`config.mk`:
```
export PLATFORM = sky130hd
export DESIGN_NAME = pcie_egress_arbiter_flat
export DESIGN_NICKNAME = d
export VERILOG_FILES = /design/src/rtl/pcie_egress_arbiter_pkg.sv /design/src/rtl/pcie_egress_arbiter_if.sv /design/src/rtl/pcie_egress_arbiter_rr.sv /design/src/rtl/pcie_egress_arbiter.sv /design/src/flat_wrapper.sv
export SDC_FILE = /design/constraint.sdc
export NUM_CORES = 1
export LEC_CHECK = 0
export CORE_AREA = 10 10 164 166
export DETAILED_ROUTE_END_ITERATION = 10
export DIE_AREA = 0 0 174 176
export PLACE_DENSITY = 0.7
export SETUP_SLACK_MARGIN = 0.3
export SLEW_MARGIN = 20
export SYNTH_ARGS = -nofsm -noshare
export SYNTH_HDL_FRONTEND = slang
export SYNTH_HIERARCHICAL = 1
export SYNTH_SLANG_ARGS = --single-unit
```
`constraint.sdc`:
```
create_clock -name clk -period 8.95 [get_ports clk]
set_clock_uncertainty 0.2 [all_clocks]
set_input_delay 1.3425 -clock clk [delete_from_list [all_inputs] [get_ports clk]]
set_output_delay 1.3425 -clock clk [all_outputs]
set_load 0.005 [all_outputs]
```
`src/rtl/pcie_egress_arbiter_pkg.sv`:
```
// Shared definitions for the PCIe egress arbiter: TLP command encodings,
// requester index assignments, arbiter state encoding and the tag helper.
package pcie_egress_arbiter_pkg;

    // TLP fmt/type bytes as presented to the egress engine
    localparam logic [7:0] PCIE_MRD_64B = 8'h20;
    localparam logic [7:0] PCIE_MWR_64B = 8'h60;
    localparam logic [7:0] PCIE_CPLD    = 8'h4A;

    // Requester slots on the i_req / descriptor buses
    localparam int REQ_CPL = 0;
    localparam int REQ_MWR = 1;
    localparam int REQ_MRD = 2;

    typedef enum logic [1:0] {
        ST_IDLE  = 2'd0,
        ST_BUSY  = 2'd1,
        ST_DRAIN = 2'd2
    } arb_state_e;

    // Only memory reads consume a tag; everything else goes out with tag 0
    function automatic logic [7:0] tag_for(input logic [7:0] cmd, input logic [7:0] cnt);
        return (cmd == PCIE_MRD_64B) ? cnt : 8'h00;
    endfunction

endpackage

```
`src/rtl/pcie_egress_arbiter_if.sv`:
```
// Handshake and descriptor bundle between the arbiter and the egress TLP engine.
// master = arbiter side, slave = engine side.
interface pcie_egress_arbiter_if;
    logic        egr_enable;
    logic        egr_finished;
    logic [7:0]  egr_command;
    logic [13:0] egr_flags;
    logic [63:0] egr_address;
    logic [15:0] egr_requester_id;
    logic [7:0]  egr_tag;
    logic [9:0]  egr_req_dword_cnt;

    modport master (
        output egr_enable,
        output egr_command,
        output egr_flags,
        output egr_address,
        output egr_requester_id,
        output egr_tag,
        output egr_req_dword_cnt,
        input  egr_finished
    );

    modport slave (
        input  egr_enable,
        input  egr_command,
        input  egr_flags,
        input  egr_address,
        input  egr_requester_id,
        input  egr_tag,
        input  egr_req_dword_cnt,
        output egr_finished
    );
endinterface

```
`src/rtl/pcie_egress_arbiter_rr.sv`:
```
// Combinational round-robin picker: scans requesters starting just after the
// last granted index and returns the first one found as a one-hot winner.
module pcie_rr_arbiter #(
    parameter int NUM_REQ = 3,
    localparam int IDX_W  = (NUM_REQ > 1) ? $clog2(NUM_REQ) : 1
) (
    input  logic [NUM_REQ-1:0] i_req,
    input  logic [IDX_W-1:0]   i_last_ptr,
    output logic [NUM_REQ-1:0] o_grant,
    output logic               o_valid
);

    // First pending requester in rotation order after i_last_ptr wins
    always_comb begin
        int idx;
        idx     = 0;
        o_grant = '0;
        o_valid = 1'b0;
        for (int i = 0; i < NUM_REQ; i++) begin
            idx = (int'(i_last_ptr) + 1 + i) % NUM_REQ;
            if (!o_valid && i_req[idx]) begin
                o_grant[idx] = 1'b1;
                o_valid      = 1'b1;
            end
        end
    end

endmodule

```
`src/rtl/pcie_egress_arbiter.sv`:
```
// Shares the PCIe egress TLP engine between NUM_REQ requesters
// (0 = completion, 1 = memory write, 2 = memory read).
// Optional watchdog: define PCIE_EGRESS_ARB_TIMEOUT_EN to abort a BUSY
// transaction after TIMEOUT_CYCLES without engine finished.
//
// state | meaning
// IDLE  | engine free, arbitrate among pending requesters
// BUSY  | engine enabled with the owner's descriptor, waiting for finished
// DRAIN | enable dropped, waiting for finished to fall before releasing grant
module pcie_egress_arbiter
    import pcie_egress_arbiter_pkg::*;
#(
    parameter int NUM_REQ        = 3,
    parameter int TIMEOUT_CYCLES = 4096,
    localparam int IDX_W         = (NUM_REQ > 1) ? $clog2(NUM_REQ) : 1
) (
    input  logic                  clk,
    input  logic                  rst_n,
    input  logic [15:0]           i_requester_id,
    input  logic [NUM_REQ-1:0]    i_req,
    input  logic [8*NUM_REQ-1:0]  i_command,
    input  logic [14*NUM_REQ-1:0] i_flags,
    input  logic [64*NUM_REQ-1:0] i_address,
    input  logic [10*NUM_REQ-1:0] i_dword_cnt,
    output logic [NUM_REQ-1:0]    o_grant,
    output logic [NUM_REQ-1:0]    o_done,
    output logic [NUM_REQ-1:0]    o_err,
    pcie_egress_arbiter_if.master egr,
    output logic [1:0]            o_state
);

    arb_state_e           state;
    logic [IDX_W-1:0]     last_ptr;
    logic [IDX_W-1:0]     own_idx;
    logic [7:0]           tag_cnt;
    logic [NUM_REQ-1:0]   win_oh;
    logic                 win_valid;
    logic [IDX_W-1:0]     win_idx;
    logic [7:0]           win_cmd;
    logic [13:0]          win_flags;
    logic [63:0]          win_addr;
    logic [9:0]           win_dwc;
`ifdef PCIE_EGRESS_ARB_TIMEOUT_EN
    logic [15:0]          to_cnt;
    logic [NUM_REQ-1:0]   err_q;
`endif

    pcie_rr_arbiter #(.NUM_REQ(NUM_REQ)) u_rr (
        .i_req      (i_req),
        .i_last_ptr (last_ptr),
        .o_grant    (win_oh),
        .o_valid    (win_valid)
    );

    // One-hot winner to index, then select the winner's descriptor slices
    always_comb begin
        win_idx = '0;
        for (int i = 0; i < NUM_REQ; i++) begin
            if (win_oh[i]) win_idx = IDX_W'(i);
        end
        win_cmd   = i_command[8*win_idx +: 8];
        win_flags = i_flags[14*win_idx +: 14];
        win_addr  = i_address[64*win_idx +: 64];
        win_dwc   = i_dword_cnt[10*win_idx +: 10];
    end

    // Arbitration / engine handshake FSM with registered outputs
    always_ff @(posedge clk or negedge rst_n) begin
        if (!rst_n) begin
            state                 <= ST_IDLE;
            last_ptr              <= IDX_W'(NUM_REQ - 1);
            own_idx               <= '0;
            tag_cnt               <= 8'h00;
            o_grant               <= '0;
            o_done                <= '0;
            egr.egr_enable        <= 1'b0;
            egr.egr_command       <= '0;
            egr.egr_flags         <= '0;
            egr.egr_address       <= '0;
            egr.egr_requester_id  <= '0;
            egr.egr_tag           <= '0;
            egr.egr_req_dword_cnt <= '0;
`ifdef PCIE_EGRESS_ARB_TIMEOUT_EN
            to_cnt                <= '0;
            err_q                 <= '0;
`endif
        end else begin
            o_done <= '0;
`ifdef PCIE_EGRESS_ARB_TIMEOUT_EN
            err_q  <= '0;
`endif
            case (state)
                ST_IDLE: begin
                    if (win_valid) begin
                        o_grant               <= win_oh;
                        own_idx               <= win_idx;
                        egr.egr_enable        <= 1'b1;
                        egr.egr_command       <= win_cmd;
                        egr.egr_flags         <= win_flags;
                        egr.egr_address       <= win_addr;
                        egr.egr_requester_id  <= i_requester_id;
                        egr.egr_req_dword_cnt <= win_dwc;
                        egr.egr_tag           <= tag_for(win_cmd, tag_cnt);
                        if (win_cmd == PCIE_MRD_64B) tag_cnt <= tag_cnt + 8'h01;
`ifdef PCIE_EGRESS_ARB_TIMEOUT_EN
                        to_cnt                <= '0;
`endif
                        state                 <= ST_BUSY;
                    end
                end
                ST_BUSY: begin
                    if (egr.egr_finished) begin
                        egr.egr_enable <= 1'b0;
                        o_done         <= o_grant;
                        state          <= ST_DRAIN;
                    end
`ifdef PCIE_EGRESS_ARB_TIMEOUT_EN
                    else if (to_cnt == 16'(TIMEOUT_CYCLES - 1)) begin
                        egr.egr_enable <= 1'b0;
                        o_done         <= o_grant;
                        err_q          <= o_grant;
                        state          <= ST_DRAIN;
                    end else begin
                        to_cnt <= to_cnt + 16'd1;
                    end
`endif
                end
                ST_DRAIN: begin
                    // Engine must be seen idle before the grant is released
                    if (!egr.egr_finished) begin
                        o_grant  <= '0;
                        last_ptr <= own_idx;
                        state    <= ST_IDLE;
                    end
                end
                default: state <= ST_IDLE;
            endcase
        end
    end

    assign o_state = state;

`ifdef PCIE_EGRESS_ARB_TIMEOUT_EN
    assign o_err = err_q;
`else
    assign o_err = '0;
`endif

endmodule

```
`src/flat_wrapper.sv`:
```
// flat-port wrapper written by rule: the top's interface ports become plain ports
module pcie_egress_arbiter_flat import pcie_egress_arbiter_pkg::*;
#(
    parameter int NUM_REQ        = 3,
    parameter int TIMEOUT_CYCLES = 4096,
    localparam int IDX_W         = (NUM_REQ > 1) ? $clog2(NUM_REQ) : 1
)
  (clk, rst_n, i_requester_id, i_req, i_command, i_flags, i_address, i_dword_cnt, o_grant, o_done, o_err, o_state, egr_egr_enable, egr_egr_command, egr_egr_flags, egr_egr_address, egr_egr_requester_id, egr_egr_tag, egr_egr_req_dword_cnt, egr_egr_finished);
  pcie_egress_arbiter_if egr_i ();
  input  logic clk;
  input  logic rst_n;
  input  logic [15:0] i_requester_id;
  input  logic [NUM_REQ-1:0] i_req;
  input  logic [8*NUM_REQ-1:0] i_command;
  input  logic [14*NUM_REQ-1:0] i_flags;
  input  logic [64*NUM_REQ-1:0] i_address;
  input  logic [10*NUM_REQ-1:0] i_dword_cnt;
  output logic [NUM_REQ-1:0] o_grant;
  output logic [NUM_REQ-1:0] o_done;
  output logic [NUM_REQ-1:0] o_err;
  output logic [1:0] o_state;
  output wire logic [$bits(egr_i.egr_enable)-1:0] egr_egr_enable;
  output wire logic [$bits(egr_i.egr_command)-1:0] egr_egr_command;
  output wire logic [$bits(egr_i.egr_flags)-1:0] egr_egr_flags;
  output wire logic [$bits(egr_i.egr_address)-1:0] egr_egr_address;
  output wire logic [$bits(egr_i.egr_requester_id)-1:0] egr_egr_requester_id;
  output wire logic [$bits(egr_i.egr_tag)-1:0] egr_egr_tag;
  output wire logic [$bits(egr_i.egr_req_dword_cnt)-1:0] egr_egr_req_dword_cnt;
  input wire logic [$bits(egr_i.egr_finished)-1:0] egr_egr_finished;
  assign egr_egr_enable = egr_i.egr_enable;
  assign egr_egr_command = egr_i.egr_command;
  assign egr_egr_flags = egr_i.egr_flags;
  assign egr_egr_address = egr_i.egr_address;
  assign egr_egr_requester_id = egr_i.egr_requester_id;
  assign egr_egr_tag = egr_i.egr_tag;
  assign egr_egr_req_dword_cnt = egr_i.egr_req_dword_cnt;
  assign egr_i.egr_finished = egr_egr_finished;
  pcie_egress_arbiter #(.NUM_REQ(NUM_REQ), .TIMEOUT_CYCLES(TIMEOUT_CYCLES)) u_core (.clk(clk), .rst_n(rst_n), .i_requester_id(i_requester_id), .i_req(i_req), .i_command(i_command), .i_flags(i_flags), .i_address(i_address), .i_dword_cnt(i_dword_cnt), .o_grant(o_grant), .o_done(o_done), .o_err(o_err), .egr(egr_i), .o_state(o_state));
endmodule
```
==> metrics.md <==
| Metric | Value |
|---|---|
| Post-Route Setup TNS | 0 ps |
| Post-Synthesis Cells | 844 |
| CTS root buf | clkbuf_16 |
| Antenna violations before repair | 0 |
| Gr ovfl total | 0 |
| Post-cts resize count | 0 |
| Crit start category | input pin |
| Row cnt | 57 |
| DRC | 0 |
| Num CTS Buffers | 17 |
| GRT Util Overall | 0.187 |
| Area delta synth->final | 69.1% |
| Hpwl dp | 23,700 um |
| CTS clock-pin slew for the worst setup and hold paths | 50 ps |
| #FFs+latches synth | 141 |
| Post-synth EDFFs | 0 |
| Data arrival, critical path | 5300 ps |
| Final count of hold timing violations | 0 |
| Pre-antenna DRT Iters | 4 |
| Latest clock arrival within the worst-skew pair | 400 ps |
| Vias per cell | 4.60 |
| Largest net degree at the start of global routing | 106 |
| Pwr dens | 324 mW/mm^2 |
| Seq. cell area | 0.00353 mm^2 |
| Sequential area share after synthesis | 0.472 |
| Dpl cells | 1,550 |
| Hold slack | 271 ps |
| Number of distinct library cell variants in the gate-level netlist after synthesis | 44 |
| Design area | 0.0127 mm^2 |
| Iter 0 DRT Violations | 493 |
| Area of the multi-input gates | 0.00366 mm^2 |
| WL final | 29,500 um |
| Slew HR | 0.333 |
| Data required, critical path | 9040 ps |
| Initial Util | 0.314 |
| Syn avg cell area | 8.87 um^2 |
| # H-tree levels | 4 |
| Warnings, synthesis | 6 |
| Main synth FF type | dfrtp_1 |
| Endpoints failing setup | 0 |
| Die height | 176 um |
| CP Class | in2reg |
| Max-Cap Viols | 0 |
| Worst-Margin Slew | 1000 ps |
| Leak | 5.39 nW |
| Max Slew Vio Count | 0 |
| Core Box Area | 0.0238 mm^2 |
| Die Wd | 174 um |
| Port-buffer cells | 438 |
| Non-filler instance count after layout | 1,581 |
| Gp weighted congestion | 0.869 |
| Post-layout util | 0.531 |
| Clock Sinks | 141 |
| Total number of vias | 7,279 |
| Post-CTS Setup Bufs | 0 |
| Fin crit share | 0.583 |
| HP Class | reg2reg |
| Tmin final | 5220 ps |
| CTS tree | yes |
| Share of layout cells above drive strength 1 | 0.0461 |
| Hold-fix buffers, CTS | 0 |
| Die area | 0.0306 mm^2 |
| Synthesized cell area | 0.00749 mm^2 |
| Max Freq | 192 MHz |
| Status | complete, no violations |
| Vias in the first global route | 7,596 |
| First-pass GRT wire length | 44,800 um |
| CP endpoint kind | register |
| Dpl cell area | 0.0121 mm^2 |
| Peak supply drop | 0.000161 V |
| RSZ-0062 raised after global routing | false |
| IO Pins | 442 |
| Drt wl/cell | 18.6 um |
| Post-synth ARST share | 1.00 |
| CTS Buffer Depth | 2 |
| Nets@finish | 1,560 |
| Layout filler cell count | 2,271 |
| N_diodes | 0 |
| Antenna-violating nets left | 0 |
| Max FO, Critical Path | 55 |
area by class of cell:
type / count / share of cell area
timing repair buffer: 445 / 0.351
sequential: 141 / 0.279
inverter: 10 / 0.00297
clock buffer: 20 / 0.0353
multi-input combinational: 630 / 0.289
tap: 324 / 0.0320
clock inverter: 11 / 0.0113
metal layers:
metal | share of wire | vias to the layer above | GRT usage
met5 | 0 | - | 0
met4 | 0.0096 | 0 | 0.0374
met3 | 0.085 | 13 | 0.0769
met2 | 0.52 | 273 | 0.342
met1 | 0.38 | 3330 | 0.199
li1 | - | 3663 | -
cell families (layout without fill, tap and decap cells):
| logic type | Yosys count | count (layout) | share of synthesized area |
|---|---|---|---|
| AND/OR/NAND/NOR | 284 | 284 | 0.158 |
| AO/OA/AOI/OAI | 222 | 222 | 0.158 |
| flip-flops | 141 | 141 | 0.472 |
| multiplexers | 108 | 108 | 0.149 |
| buffers and inverters | 75 | 486 | 0.0453 |
| XOR/XNOR | 8 | 8 | 0.00936 |
| adder cells (fa/ha/maj) | 5 | 5 | 0.00836 |
| other | 1 | 3 | 0.000501 |
worst max-delay path: stages:
cell and delay [ps]:
clkdlybuf4s50_1 520, nand2b_1 190, o22ai_1 150, a21oi_1 140, o22ai_4 510, buf_4 810
mux2_2 410, mux2i_1 210, nand4_2 270, nor2_4 340, mux2_4 330
final timing paths:
| kind | startpoint | end | slack, ps | depth (start not counted) |
|---|---|---|---|---|
| setup / recovery | i_req[2] | u_core/tag_cnt[1] | 3730 | 11 |
| hold / removal | u_core/egr.egr_requester_id[14] | u_core/egr.egr_requester_id[14] | 270 | 2 |
| setup reg to reg | u_core/last_ptr[0] | u_core/tag_cnt[1] | 4200 | 12 |
| hold reg to reg | u_core/egr.egr_requester_id[14] | u_core/egr.egr_requester_id[14] | 270 | 2 |
| max in group asynchronous | rst_n | u_core/egr.egr_address[17] | 6450 | 2 |
| min in group asynchronous | rst_n | u_core/egr.egr_address[46] | 770 | 1 |
synthesized netlist by cell type, types with 4 or more instances:
library cell  instances  area [um^2]
o21ai_0             102          510
o22ai_1               5         31.3
a22o_1                8         70.1
clkbuf_1             38          143
buf_4                 6         45.0
a21oi_1              98          490
nor2_1               93          349
nand2b_1              4         25.0
buf_2                16         80.1
xor2_1                6         52.6
nor2b_1               5         31.3
mux2_2                6         67.6
nor3_1                6         30.0
dfrtp_1             140         3500
nand3_1               4         20.0
mux2i_1              96          961
ha_1                  5         62.6
nand2_1             158          593
inv_1                10         37.5
registers in the layout, summed over array words and instances, names as in the netlist:
name	flops
u_core/egr.egr_address	64
u_core/egr.egr_requester_id	16
u_core/egr.egr_flags	14
u_core/egr.egr_req_dword_cnt	10
u_core/egr.egr_command	8
u_core/egr.egr_tag	8
u_core/tag_cnt	8
u_core/o_done	3
u_core/o_grant	3
u_core/last_ptr	2
u_core/o_state	2
u_core/own_idx	2
u_core/egr.egr_enable	1
cell usage in the layout (no fill, tap or decap), drive strengths merged:
master	netlist	final
a21o	2	2
a21oi	98	98
a22o	8	8
a22oi	1	1
and2	3	3
and3	3	3
buf	27	8
bufinv	0	3
clkbuf	38	20
clkdlybuf4s50	0	437
clkinv	0	5
clkinvlp	0	2
conb	1	3
dfrtp	140	140
dfstp	1	1
ha	5	5
inv	10	11
mux2	11	11
mux2i	97	97
nand2	158	158
nand2b	4	4
nand3	4	4
nand3b	2	2
nand4	3	3
nor2	94	94
nor2b	5	5
nor3	6	6
nor3b	1	1
nor4	1	1
o2111ai	1	1
o211a	1	1
o21ai	104	104
o21bai	1	1
o22ai	5	5
o31ai	1	1
xnor2	2	2
xor2	6	6
per-stage QoR:
| step | setup slack, ps | total power [W] |
|---|---|---|
| final | 3730 | 0.00411 |
| after global routing | 3490 | 0.00447 |
| after CTS | 3760 | 0.00417 |
| after detailed placement | 3310 | 0.00344 |
| after global placement | 3440 | 0.00339 |
| after floorplan | 5390 | 0.00242 |
power by group:
| group | leakage, nW | internal [W] | total [W] | switching (W) |
|---|---|---|---|---|
| combinational | 3.33 | 0.00110 | 0.00232 | 0.00122 |
| sequential | 1.77 | 0.000926 | 0.00108 | 0.000149 |
| clock | 0.286 | 0.000444 | 0.000711 | 0.000267 |
No activity file was read; power rests on OpenSTA's default activity.
